--- src/rtl/de1soc_io_pkg.sv ---
// Shared types and default timing for the DE1-SoC switch/button conditioner.
package de1soc_io_pkg;

  typedef enum logic [1:0] {
    IDLE   = 2'd0,
    HOLD   = 2'd1,
    REPEAT = 2'd2
  } key_state_t;

  localparam int CLK_HZ           = 50_000_000;
  localparam int DEBOUNCE_MS      = 10;
  localparam int REPEAT_DELAY_MS  = 500;
  localparam int REPEAT_PERIOD_MS = 100;

  function automatic int ms_to_cycles(input int ms);
    return (CLK_HZ / 1000) * ms;
  endfunction

  localparam int DEF_DEBOUNCE_CYCLES = ms_to_cycles(DEBOUNCE_MS);
  localparam int DEF_REPEAT_DELAY    = ms_to_cycles(REPEAT_DELAY_MS);
  localparam int DEF_REPEAT_PERIOD   = ms_to_cycles(REPEAT_PERIOD_MS);

endpackage

--- src/rtl/input_debounce.sv ---
// Two-flop synchroniser plus candidate/counter debounce for a W-bit group.
// The whole group is accepted at once, with a one-cycle change strobe.
module input_debounce #(
  parameter int             W               = 1,
  parameter int             DEBOUNCE_CYCLES = 500000,
  parameter logic [W-1:0]   RESET_VAL       = '0
) (
  input  logic         clk,
  input  logic         rst_n,
  input  logic [W-1:0] din,
  output logic [W-1:0] stable,
  output logic         changed
);

  localparam int CNT_W = $clog2(DEBOUNCE_CYCLES);
  localparam logic [CNT_W-1:0] CNT_LAST = CNT_W'(DEBOUNCE_CYCLES - 1);

  if (DEBOUNCE_CYCLES < 2) begin : g_bad_debounce
    $error("input_debounce: DEBOUNCE_CYCLES must be at least 2");
  end

  logic [W-1:0]     sync_q1;
  logic [W-1:0]     sync_q2;
  logic [W-1:0]     cand;
  logic [CNT_W-1:0] cnt;

  // Synchroniser resets to the idle pin level so reset release is not seen as an edge.
  always_ff @(posedge clk or negedge rst_n) begin
    if (!rst_n) begin
      sync_q1 <= RESET_VAL;
      sync_q2 <= RESET_VAL;
    end else begin
      sync_q1 <= din;
      sync_q2 <= sync_q1;
    end
  end

  always_ff @(posedge clk or negedge rst_n) begin
    if (!rst_n) begin
      cand    <= RESET_VAL;
      cnt     <= '0;
      stable  <= RESET_VAL;
      changed <= 1'b0;
    end else begin
      changed <= 1'b0;
      if (sync_q2 != cand) begin
        cand <= sync_q2;
        cnt  <= '0;
      end else if (cand != stable) begin
        if (cnt == CNT_LAST) begin
          stable  <= cand;
          cnt     <= '0;
          changed <= 1'b1;
        end else begin
          cnt <= cnt + 1'b1;
        end
      end else begin
        cnt <= '0;
      end
    end
  end

endmodule

--- src/rtl/de1soc_input_conditioner.sv ---
// Conditions DE1-SoC slide switches and KEY_N[2:0]: debounced levels,
// press/release strobes and per-key auto-repeat.
import de1soc_io_pkg::*;

module de1soc_input_conditioner #(
  parameter int N_SW            = 10,
  parameter int N_KEY           = 3,
  parameter int DEBOUNCE_CYCLES = DEF_DEBOUNCE_CYCLES,
  parameter int REPEAT_DELAY    = DEF_REPEAT_DELAY,
  parameter int REPEAT_PERIOD   = DEF_REPEAT_PERIOD
) (
  input  logic             clk,
  input  logic             rst_n,
  input  logic [N_SW-1:0]  sw_async,
  input  logic [N_KEY-1:0] key_n_async,
  output logic [N_SW-1:0]  sw_stable,
  output logic             sw_changed,
  output logic [N_KEY-1:0] key_level,
  output logic [N_KEY-1:0] key_press,
  output logic [N_KEY-1:0] key_release,
  output logic [N_KEY-1:0] key_repeat
);

  localparam int RCNT_MAX = (REPEAT_DELAY > REPEAT_PERIOD) ? REPEAT_DELAY : REPEAT_PERIOD;
  localparam int RCNT_W   = $clog2(RCNT_MAX);
  localparam logic [RCNT_W-1:0] DELAY_LAST  = RCNT_W'(REPEAT_DELAY - 1);
  localparam logic [RCNT_W-1:0] PERIOD_LAST = RCNT_W'(REPEAT_PERIOD - 1);

  if (REPEAT_DELAY < 2 || REPEAT_PERIOD < 2) begin : g_bad_repeat
    $error("de1soc_input_conditioner: REPEAT_DELAY and REPEAT_PERIOD must be at least 2");
  end

  input_debounce #(
    .W               (N_SW),
    .DEBOUNCE_CYCLES (DEBOUNCE_CYCLES),
    .RESET_VAL       ({N_SW{1'b0}})
  ) u_sw_debounce (
    .clk     (clk),
    .rst_n   (rst_n),
    .din     (sw_async),
    .stable  (sw_stable),
    .changed (sw_changed)
  );

  for (genvar k = 0; k < N_KEY; k++) begin : g_key
    // state  | meaning
    // IDLE   | key released, waiting for a debounced press
    // HOLD   | key held, counting down the initial repeat delay
    // REPEAT | key held, emitting a repeat strobe every REPEAT_PERIOD cycles
    key_state_t        state;
    key_state_t        state_nxt;
    logic [RCNT_W-1:0] rcnt;
    logic [RCNT_W-1:0] rcnt_nxt;
    logic              stable_n;
    logic              chg;
    logic              level;
    logic              rise;
    logic              fall;
    logic              press;
    logic              release_s;
    logic              repeat_s;

    // Debounce runs on the raw active-low pin; inversion happens on the stable level.
    input_debounce #(
      .W               (1),
      .DEBOUNCE_CYCLES (DEBOUNCE_CYCLES),
      .RESET_VAL       (1'b1)
    ) u_key_debounce (
      .clk     (clk),
      .rst_n   (rst_n),
      .din     (key_n_async[k]),
      .stable  (stable_n),
      .changed (chg)
    );

    assign level = ~stable_n;
    assign rise  = chg & level;
    assign fall  = chg & ~level;

    always_ff @(posedge clk or negedge rst_n) begin
      if (!rst_n) begin
        state <= IDLE;
        rcnt  <= '0;
      end else begin
        state <= state_nxt;
        rcnt  <= rcnt_nxt;
      end
    end

    always_comb begin
      state_nxt = state;
      rcnt_nxt  = rcnt;
      case (state)
        IDLE: begin
          rcnt_nxt = '0;
          if (rise) state_nxt = HOLD;
        end
        HOLD: begin
          if (fall) begin
            state_nxt = IDLE;
            rcnt_nxt  = '0;
          end else if (rcnt == DELAY_LAST) begin
            state_nxt = REPEAT;
            rcnt_nxt  = '0;
          end else begin
            rcnt_nxt = rcnt + 1'b1;
          end
        end
        REPEAT: begin
          if (fall) begin
            state_nxt = IDLE;
            rcnt_nxt  = '0;
          end else if (rcnt == PERIOD_LAST) begin
            rcnt_nxt = '0;
          end else begin
            rcnt_nxt = rcnt + 1'b1;
          end
        end
        default: begin
          state_nxt = IDLE;
          rcnt_nxt  = '0;
        end
      endcase
    end

    // A release in the same cycle as a due repeat suppresses the repeat.
    always_comb begin
      press     = (state == IDLE) && rise;
      release_s = (state != IDLE) && fall;
      repeat_s  = !fall && (((state == HOLD) && (rcnt == DELAY_LAST)) ||
                            ((state == REPEAT) && (rcnt == PERIOD_LAST)));
    end

    assign key_level[k]   = level;
    assign key_press[k]   = press;
    assign key_release[k] = release_s;
    assign key_repeat[k]  = repeat_s;
  end

endmodule

--- config.mk ---
export PLATFORM = sky130hd
export DESIGN_NAME = de1soc_input_conditioner
export DESIGN_NICKNAME = d
export VERILOG_FILES = /design/src/rtl/de1soc_io_pkg.sv /design/src/rtl/input_debounce.sv /design/src/rtl/de1soc_input_conditioner.sv
export SDC_FILE = /design/constraint.sdc
export NUM_CORES = 1
export LEC_CHECK = 0
export ABC_AREA = 0
export BUFFER_PORTS_ARGS = -buffer_cell sky130_fd_sc_hd__buf_2
export CAP_MARGIN = 10
export CORE_ASPECT_RATIO = 1.5
export CORE_MARGIN = 2
export CORE_UTILIZATION = 45
export DETAILED_ROUTE_END_ITERATION = 10
export RECOVER_POWER = 25
export SLEW_MARGIN = 20
export SYNTH_ARGS = -nofsm -noshare
export SYNTH_HDL_FRONTEND = slang
export SYNTH_SLANG_ARGS = --single-unit
--- constraint.sdc ---
create_clock -name clk -period 2.83 [get_ports clk]
set_clock_uncertainty 0.2 [all_clocks]
set_input_delay 0.4245 -clock clk [delete_from_list [all_inputs] [get_ports clk]]
set_output_delay 0.4245 -clock clk [all_outputs]
set_load 0.02 [all_outputs]
== After elaboration in Yosys (flattened, before gate mapping) ==
Cells that the tools add are included.
Operators by class
  add/sub/neg operators: 7
  eq/ne operators: 33
  multiplexer cells: 54
  bitwise operators: 13
  reductions and logical operators: 34
Operators by type and width (number)
  25-bit two-way mux: 12
  19-bit two-way mux: 12
  25-bit case mux with 2 select lines: 3
  19-bit by 1-bit adder with 19-bit output (second input constant): 4
  19-bit == test (second input constant): 4
  25-bit by 1-bit adder with 25-bit output (second input constant): 3
  25-bit by 23-bit == test with 1-bit output (second input constant): 3
  25-bit == test (second input constant): 3
  2-bit two-way mux: 12
  3-bit AND reduction: 7
  10-bit inequality test: 2
  2-bit case mux with 3 select lines: 3
  1-bit logical AND: 15
  1-bit two-way mux: 12
  2-bit inequality test (second input constant): 6
  1-bit inverter: 7
  1-bit bitwise AND: 6
  2-bit by 1-bit == test with 1-bit output (second input constant): 3
  2-bit == test (second input constant): 3
  2-bit zero test: 3
  1-bit inequality test: 6
  3-bit by 2-bit inequality test with 1-bit output (second input constant): 2
  2-bit nonzero test: 3
  1-bit zero test: 3
  2 further kinds: 4
Storage, ports and cells
  register bits: 213
  output and inout bits: 23
  word-level logic and storage cells: 171

== Depth between registers and ports, before layout ==
  depth after elaboration: 4
  gate-level depth with buffers: 8
  mapped depth without buffers: 7

== Modules after synthesis ==
From an unflattened synthesis, not the netlist that was laid out.
Second synthesis, totals
  cell total of the unflattened synthesis: 1061
  area, all modules: 11049.3 µm²
By module, submodules not included
  de1soc_input_conditioner: times used 1, cells each 532, area each 5086.1 µm², seq. area each 2026.9 µm²
  input_debounce at g_key[0].u_key_debounce ...: times used 2, cells each 115, area each 1227.4 µm², seq. area each 605.6 µm²
  input_debounce at u_sw_debounce: times used 1, cells each 182, area each 2334.7 µm², seq. area each 1501.4 µm²
  input_debounce at g_key[2].u_key_debounce: times used 1, cells each 117, area each 1173.6 µm², seq. area each 605.6 µm²

== Least setup slack after synthesis ==
Ideal clock, no wire load.
  kind: register to output
  start point: register g_key[1].rcnt[12]
  end point: output key_repeat[1]
  arrival: 1.728 ns
  required time: 2.206 ns
  path slack: 0.478 ns
  cell stages (with the launch flop): 8
  path buffers: 2
  path through: dfrtp_1 clkbuf_1 nand4_1 or4_1 nor3_2 a22oi_1 a21oi_1 buf_4
On the way
  cells in the longest elaborated chain, start to end: 4
  elaborated cells between the ends (all ways): 6
  classes of those cells: eq/ne (2); reduce/logical (4)
RTL lines
  from (decl): line de1soc_input_conditioner.sv:52  | logic [RCNT_W-1:0] rcnt;
  from (signal assigned): line de1soc_input_conditioner.sv:86  | rcnt <= rcnt_nxt;
  25-bit == test or 25-bit by 23-bit == test with 1-bit output (tied branches): line de1soc_input_conditioner.sv:130, de1soc_input_conditioner.sv:131
  1-bit logical AND (on tied branches): line de1soc_input_conditioner.sv:130, de1soc_input_conditioner.sv:131
  1-bit logical OR *: line de1soc_input_conditioner.sv:130  | repeat_s = !fall && (((state == HOLD) && (rcnt == DELAY_LAST)) ||
  1-bit logical AND *: line de1soc_input_conditioner.sv:130
  to (decl): line de1soc_input_conditioner.sv:21  | output logic [N_KEY-1:0] key_repeat
Every way passes the cells marked *; elsewhere a longest branch is shown, timed or not.

== Final worst setup path ==
  start point: register g_key[0].rcnt[13]
  end point: output key_repeat[0]
On the way
  cells in the longest elaborated chain, start to end: 4
  elaborated cells between the ends (all ways): 6
  classes of those cells: eq/ne (2); reduce/logical (4)
RTL lines (line)
  from (decl): de1soc_input_conditioner.sv:52
  from (signal assigned): de1soc_input_conditioner.sv:86
  25-bit == test or 25-bit by 23-bit == test with 1-bit output (tied branches): de1soc_input_conditioner.sv:130, de1soc_input_conditioner.sv:131
  1-bit logical AND (on tied branches): de1soc_input_conditioner.sv:130, de1soc_input_conditioner.sv:131
  1-bit logical OR *: de1soc_input_conditioner.sv:130
  1-bit logical AND *: de1soc_input_conditioner.sv:130
Marked as above.

==> flow_metrics.tcl <==
set metrics [dict create \
    layout-drive-gt1-share_pct 14.65 \
    worstPathCellList "or4_1 -> or4_4 -> nor2_2 -> a22oi_1 -> a21oi_1 -> buf_4" \
    syn_inst 997 \
    final_common_cell "dfrtp_1" \
    ir_worst_vdd_v 0.0004369 \
    fin_crit_sh_pct 103.1 \
    remaining_drc_errors 0 \
    seqCellArea_um2 5353 \
    setup_viol 1 \
    cp_slowest_cell "or4_1" \
    r2r_end "g_key[0].rcnt[13]" \
    violations "capacitance limit, slew limit, setup timing" \
    fmax_mhz 342.9 \
    netlist_area_um2 10080 \
    postRouteAntennaNets 0 \
    die_area_um2 23630 \
    yosys_warnings 0 \
    initial_utilization_pct 45.54 \
    synth_edf_count 0 \
    cts.path.max_buffers 3 \
    grt_setup_unrepaired "true" \
    slew_headroom_pct -3.463 \
    grt_pass1_wl_mm 33.18 \
    grt_pass1_vias 7139 \
    fin_cells 1348 \
    syn_avg_cell_area_um2 10.11 \
    leakage_nw 4.798 \
    wirelength_mm 18.91 \
    crit_type "reg -> out" \
    reg2regPathDepth 6 \
    first_pass_iters 6 \
    mostFrequentLayoutCells "dfrtp_1 (195), nor2_1 (187), xor2_1 (83)" \
    holdPathStages 0 \
    io_buffers 37 \
    fp-row-count 67 \
    hpwlAfterDp_mm 12.71 \
    grt_antenna_before_repair 0 \
    grt_usage_pct 16.34 \
    final_hold_viol_count 0 \
    ys_types 47 \
    timing.setup.tns_ns -0.08653 \
    arrival_ns 2.29 \
    max_stage_delay_ns 0.49 \
    p_per_area_nw_per_um2 548.9 \
    slew_viol_final 60 \
    finalPower_w 0.006407 \
    cp-end-kind "primary output" \
    synth_nets 1028 \
    grt_max_degree 61 \
    core_area_um2 22130 \
    fin_crit_ns 2.917 \
    cts_root_buffer "clkbuf_16" \
    startpoint_type "flip-flop" \
    yosysSeqAreaShare_pct 53.04 \
    place_area_um2 10570 \
    dr_total_vias 7058 \
    fillers 1996 \
    viasPerCell 5.236 \
    reg2reg_from "g_key[0].rcnt[13]" \
    status "complete, but fails checks" \
    dp_cells 1282 \
    tightest_slew_ns 1.552 \
    diodes 0 \
    finish.instance_area_um2 11670 \
    die_h_um 187.3 \
    gp_congestion 0.8604 \
    cts.clk_slew.worst_paths_ns 0.06 \
    worst-path-max-fanout 5 \
    cts_made_buffers 22 \
    cap_violations 1 \
    htreeDepth 1 \
    min_path_type "reg -> reg" \
    cts_tree "done" \
    rrSetupSlack_ns 0.40 \
    drtIter0Drc 314 \
    die_x_um 126.2 \
    syn2layout_area_growth_pct 15.82 \
    fin_nets 1088 \
    hold_path_startpoint "g_key[2].u_key_debounce.sync_q1" \
    ios 38 \
    required_ns 2.21 \
    grt.overflow.total 0 \
    post_drt_wl_per_cell_um 14.03 \
    synth_ff_type "dfrtp_1" \
    multiInputGateArea_um2 4466 \
    async_flop_share_pct 100.0 \
    synth_seq_cells 213 \
    clk_latency_ns 0.52 \
    hold_path_end "g_key[2].u_key_debounce.sync_q2" \
    clkSinkCount 213 \
    layout_setup_ws_ns -0.08653 \
]
==> per-layer routing <==
| layer | track usage, % | wire, um | up-vias |
|---|---|---|---|
| li1 | - | - | 3478 |
| met2 | 28.64 | 9519 | 109 |
| met3 | 2.260 | 691 | 38 |
| met4 | 5.114 | 424 | 0 |
| met5 | 0 | 0 | - |
| met1 | 20.87 | 8277 | 3433 |
==> flip-flops by register name, indices dropped and copies added (netlist names) <==
| register | flops |
|---|---|
| g_key.rcnt | 75 |
| g_key.u_key_debounce.cnt | 57 |
| u_sw_debounce.cnt | 19 |
| u_sw_debounce.cand | 10 |
| u_sw_debounce.stable | 10 |
| u_sw_debounce.sync_q1 | 10 |
| u_sw_debounce.sync_q2 | 10 |
| g_key.state | 6 |
| g_key.u_key_debounce.cand | 3 |
| g_key.u_key_debounce.changed | 3 |
| g_key.u_key_debounce.stable | 3 |
| g_key.u_key_debounce.sync_q1 | 3 |
| g_key.u_key_debounce.sync_q2 | 3 |
| u_sw_debounce.changed | 1 |
==> cell usage after synthesis, types with 2 or more instances <==
cell type,count,area (um^2)
dfrtp_1,201,5030
nor2_1,188,705.7
xor2_1,83,727.0
xnor2_1,73,639.4
nand3_1,63,315.3
nand2_1,61,229.0
nand4_1,34,212.7
inv_1,30,112.6
nor3_1,27,135.1
and3_1,25,156.4
clkbuf_1,24,90.09
nor4_1,23,143.9
and4_1,22,192.7
ha_1,16,200.2
a21oi_1,14,70.07
buf_4,12,90.09
dfstp_2,12,315.3
mux2_2,12,135.1
o21ai_0,9,45.04
buf_2,8,40.04
nand2b_1,6,37.54
or4_1,6,45.04
and2_1,4,25.02
nor2b_1,4,25.02
nor4b_1,4,35.03
nor4bb_1,4,40.04
a22oi_1,3,22.52
nand4bb_1,3,33.78
o2bb2ai_1,3,26.28
buf_6,2,22.52
nand4b_1,2,17.52
or2_2,2,12.51
or3_1,2,12.51
or3b_2,2,17.52
==> per-stage QoR <==
| step | setup slack (ns) | utilization, % | hold WS, ns |
|---|---|---|---|
| final | -0.08653 | 52.74 | 0.1517 |
| after global routing | -0.1701 | 52.74 | 0.1468 |
| after CTS | -0.09357 | 52.36 | 0.1420 |
| after detailed placement | 0.3772 | 47.75 | 0.1364 |
| after global placement | 0.3764 | 47.75 | 0.1346 |
| after floorplan | 0.4780 | - | -0.07109 |
==> cell type report <==
| class | count | share of cell area [%] |
|---|---|---|
| timing repair buffer | 82 | 5.156 |
| clock inverter | 13 | 1.790 |
| clock buffer | 26 | 5.017 |
| multi-input combinational | 708 | 38.26 |
| sequential | 213 | 45.86 |
| inverter | 30 | 0.9647 |
| tap | 276 | 2.959 |
==> critical path, delay by kind of cell (launching register included) <==
kind / cells / cell delay, ns
buf+inv: 1 / 0.16
simple gates: 3 / 1.03
compound gates: 2 / 0.18
flops: 1 / 0.42
==> report_power, final <==
| part | total, W | switching [W] | internal, W |
|---|---|---|---|
| clock network | 0.00316 | 0.00122 | 0.00194 |
| logic | 0.000140 | 0.0000909 | 0.0000488 |
| registers | 0.00311 | 0.0000245 | 0.00308 |
| total | 0.00641 | 0.00133 | 0.00507 |
==> worst max-delay path by stage <==
stage	slack, ns	end	from	depth (start not counted)
global placement	0.38	key_repeat[0]	g_key[0].rcnt[12]	6
finish	-0.09	key_repeat[0]	g_key[0].rcnt[13]	6
global route	-0.17	key_repeat[0]	g_key[0].rcnt[12]	6
CTS	-0.09	key_repeat[0]	g_key[0].rcnt[12]	6
floorplan	0.48	key_repeat[1]	g_key[1].rcnt[12]	7
detailed placement	0.38	g_key[0].rcnt[0]	g_key[0].rcnt[12]	6
==> cells by family (layout without fill, tap and decap cells) <==
kind of cell	Yosys count	after routing	synth area share (%)
simple gates	484	484	23.91
xor+xnor	156	156	13.56
flops	213	213	53.04
compound gates	39	39	2.545
fa+ha+maj	16	16	1.986
mux	13	13	1.440
buf+inv	76	151	3.526
==> what timing repair did <==
item	4_1_cts	5_1_grt
gates resized for setup	10	18
gates cloned	0	0
pin swaps	1	4
hold buffers	14	0
buffers inserted	7	6
endpoints found under the setup margin	3	3
hold endpoints to repair	67	0
Note: power is estimated with default switching activity, not from simulation.
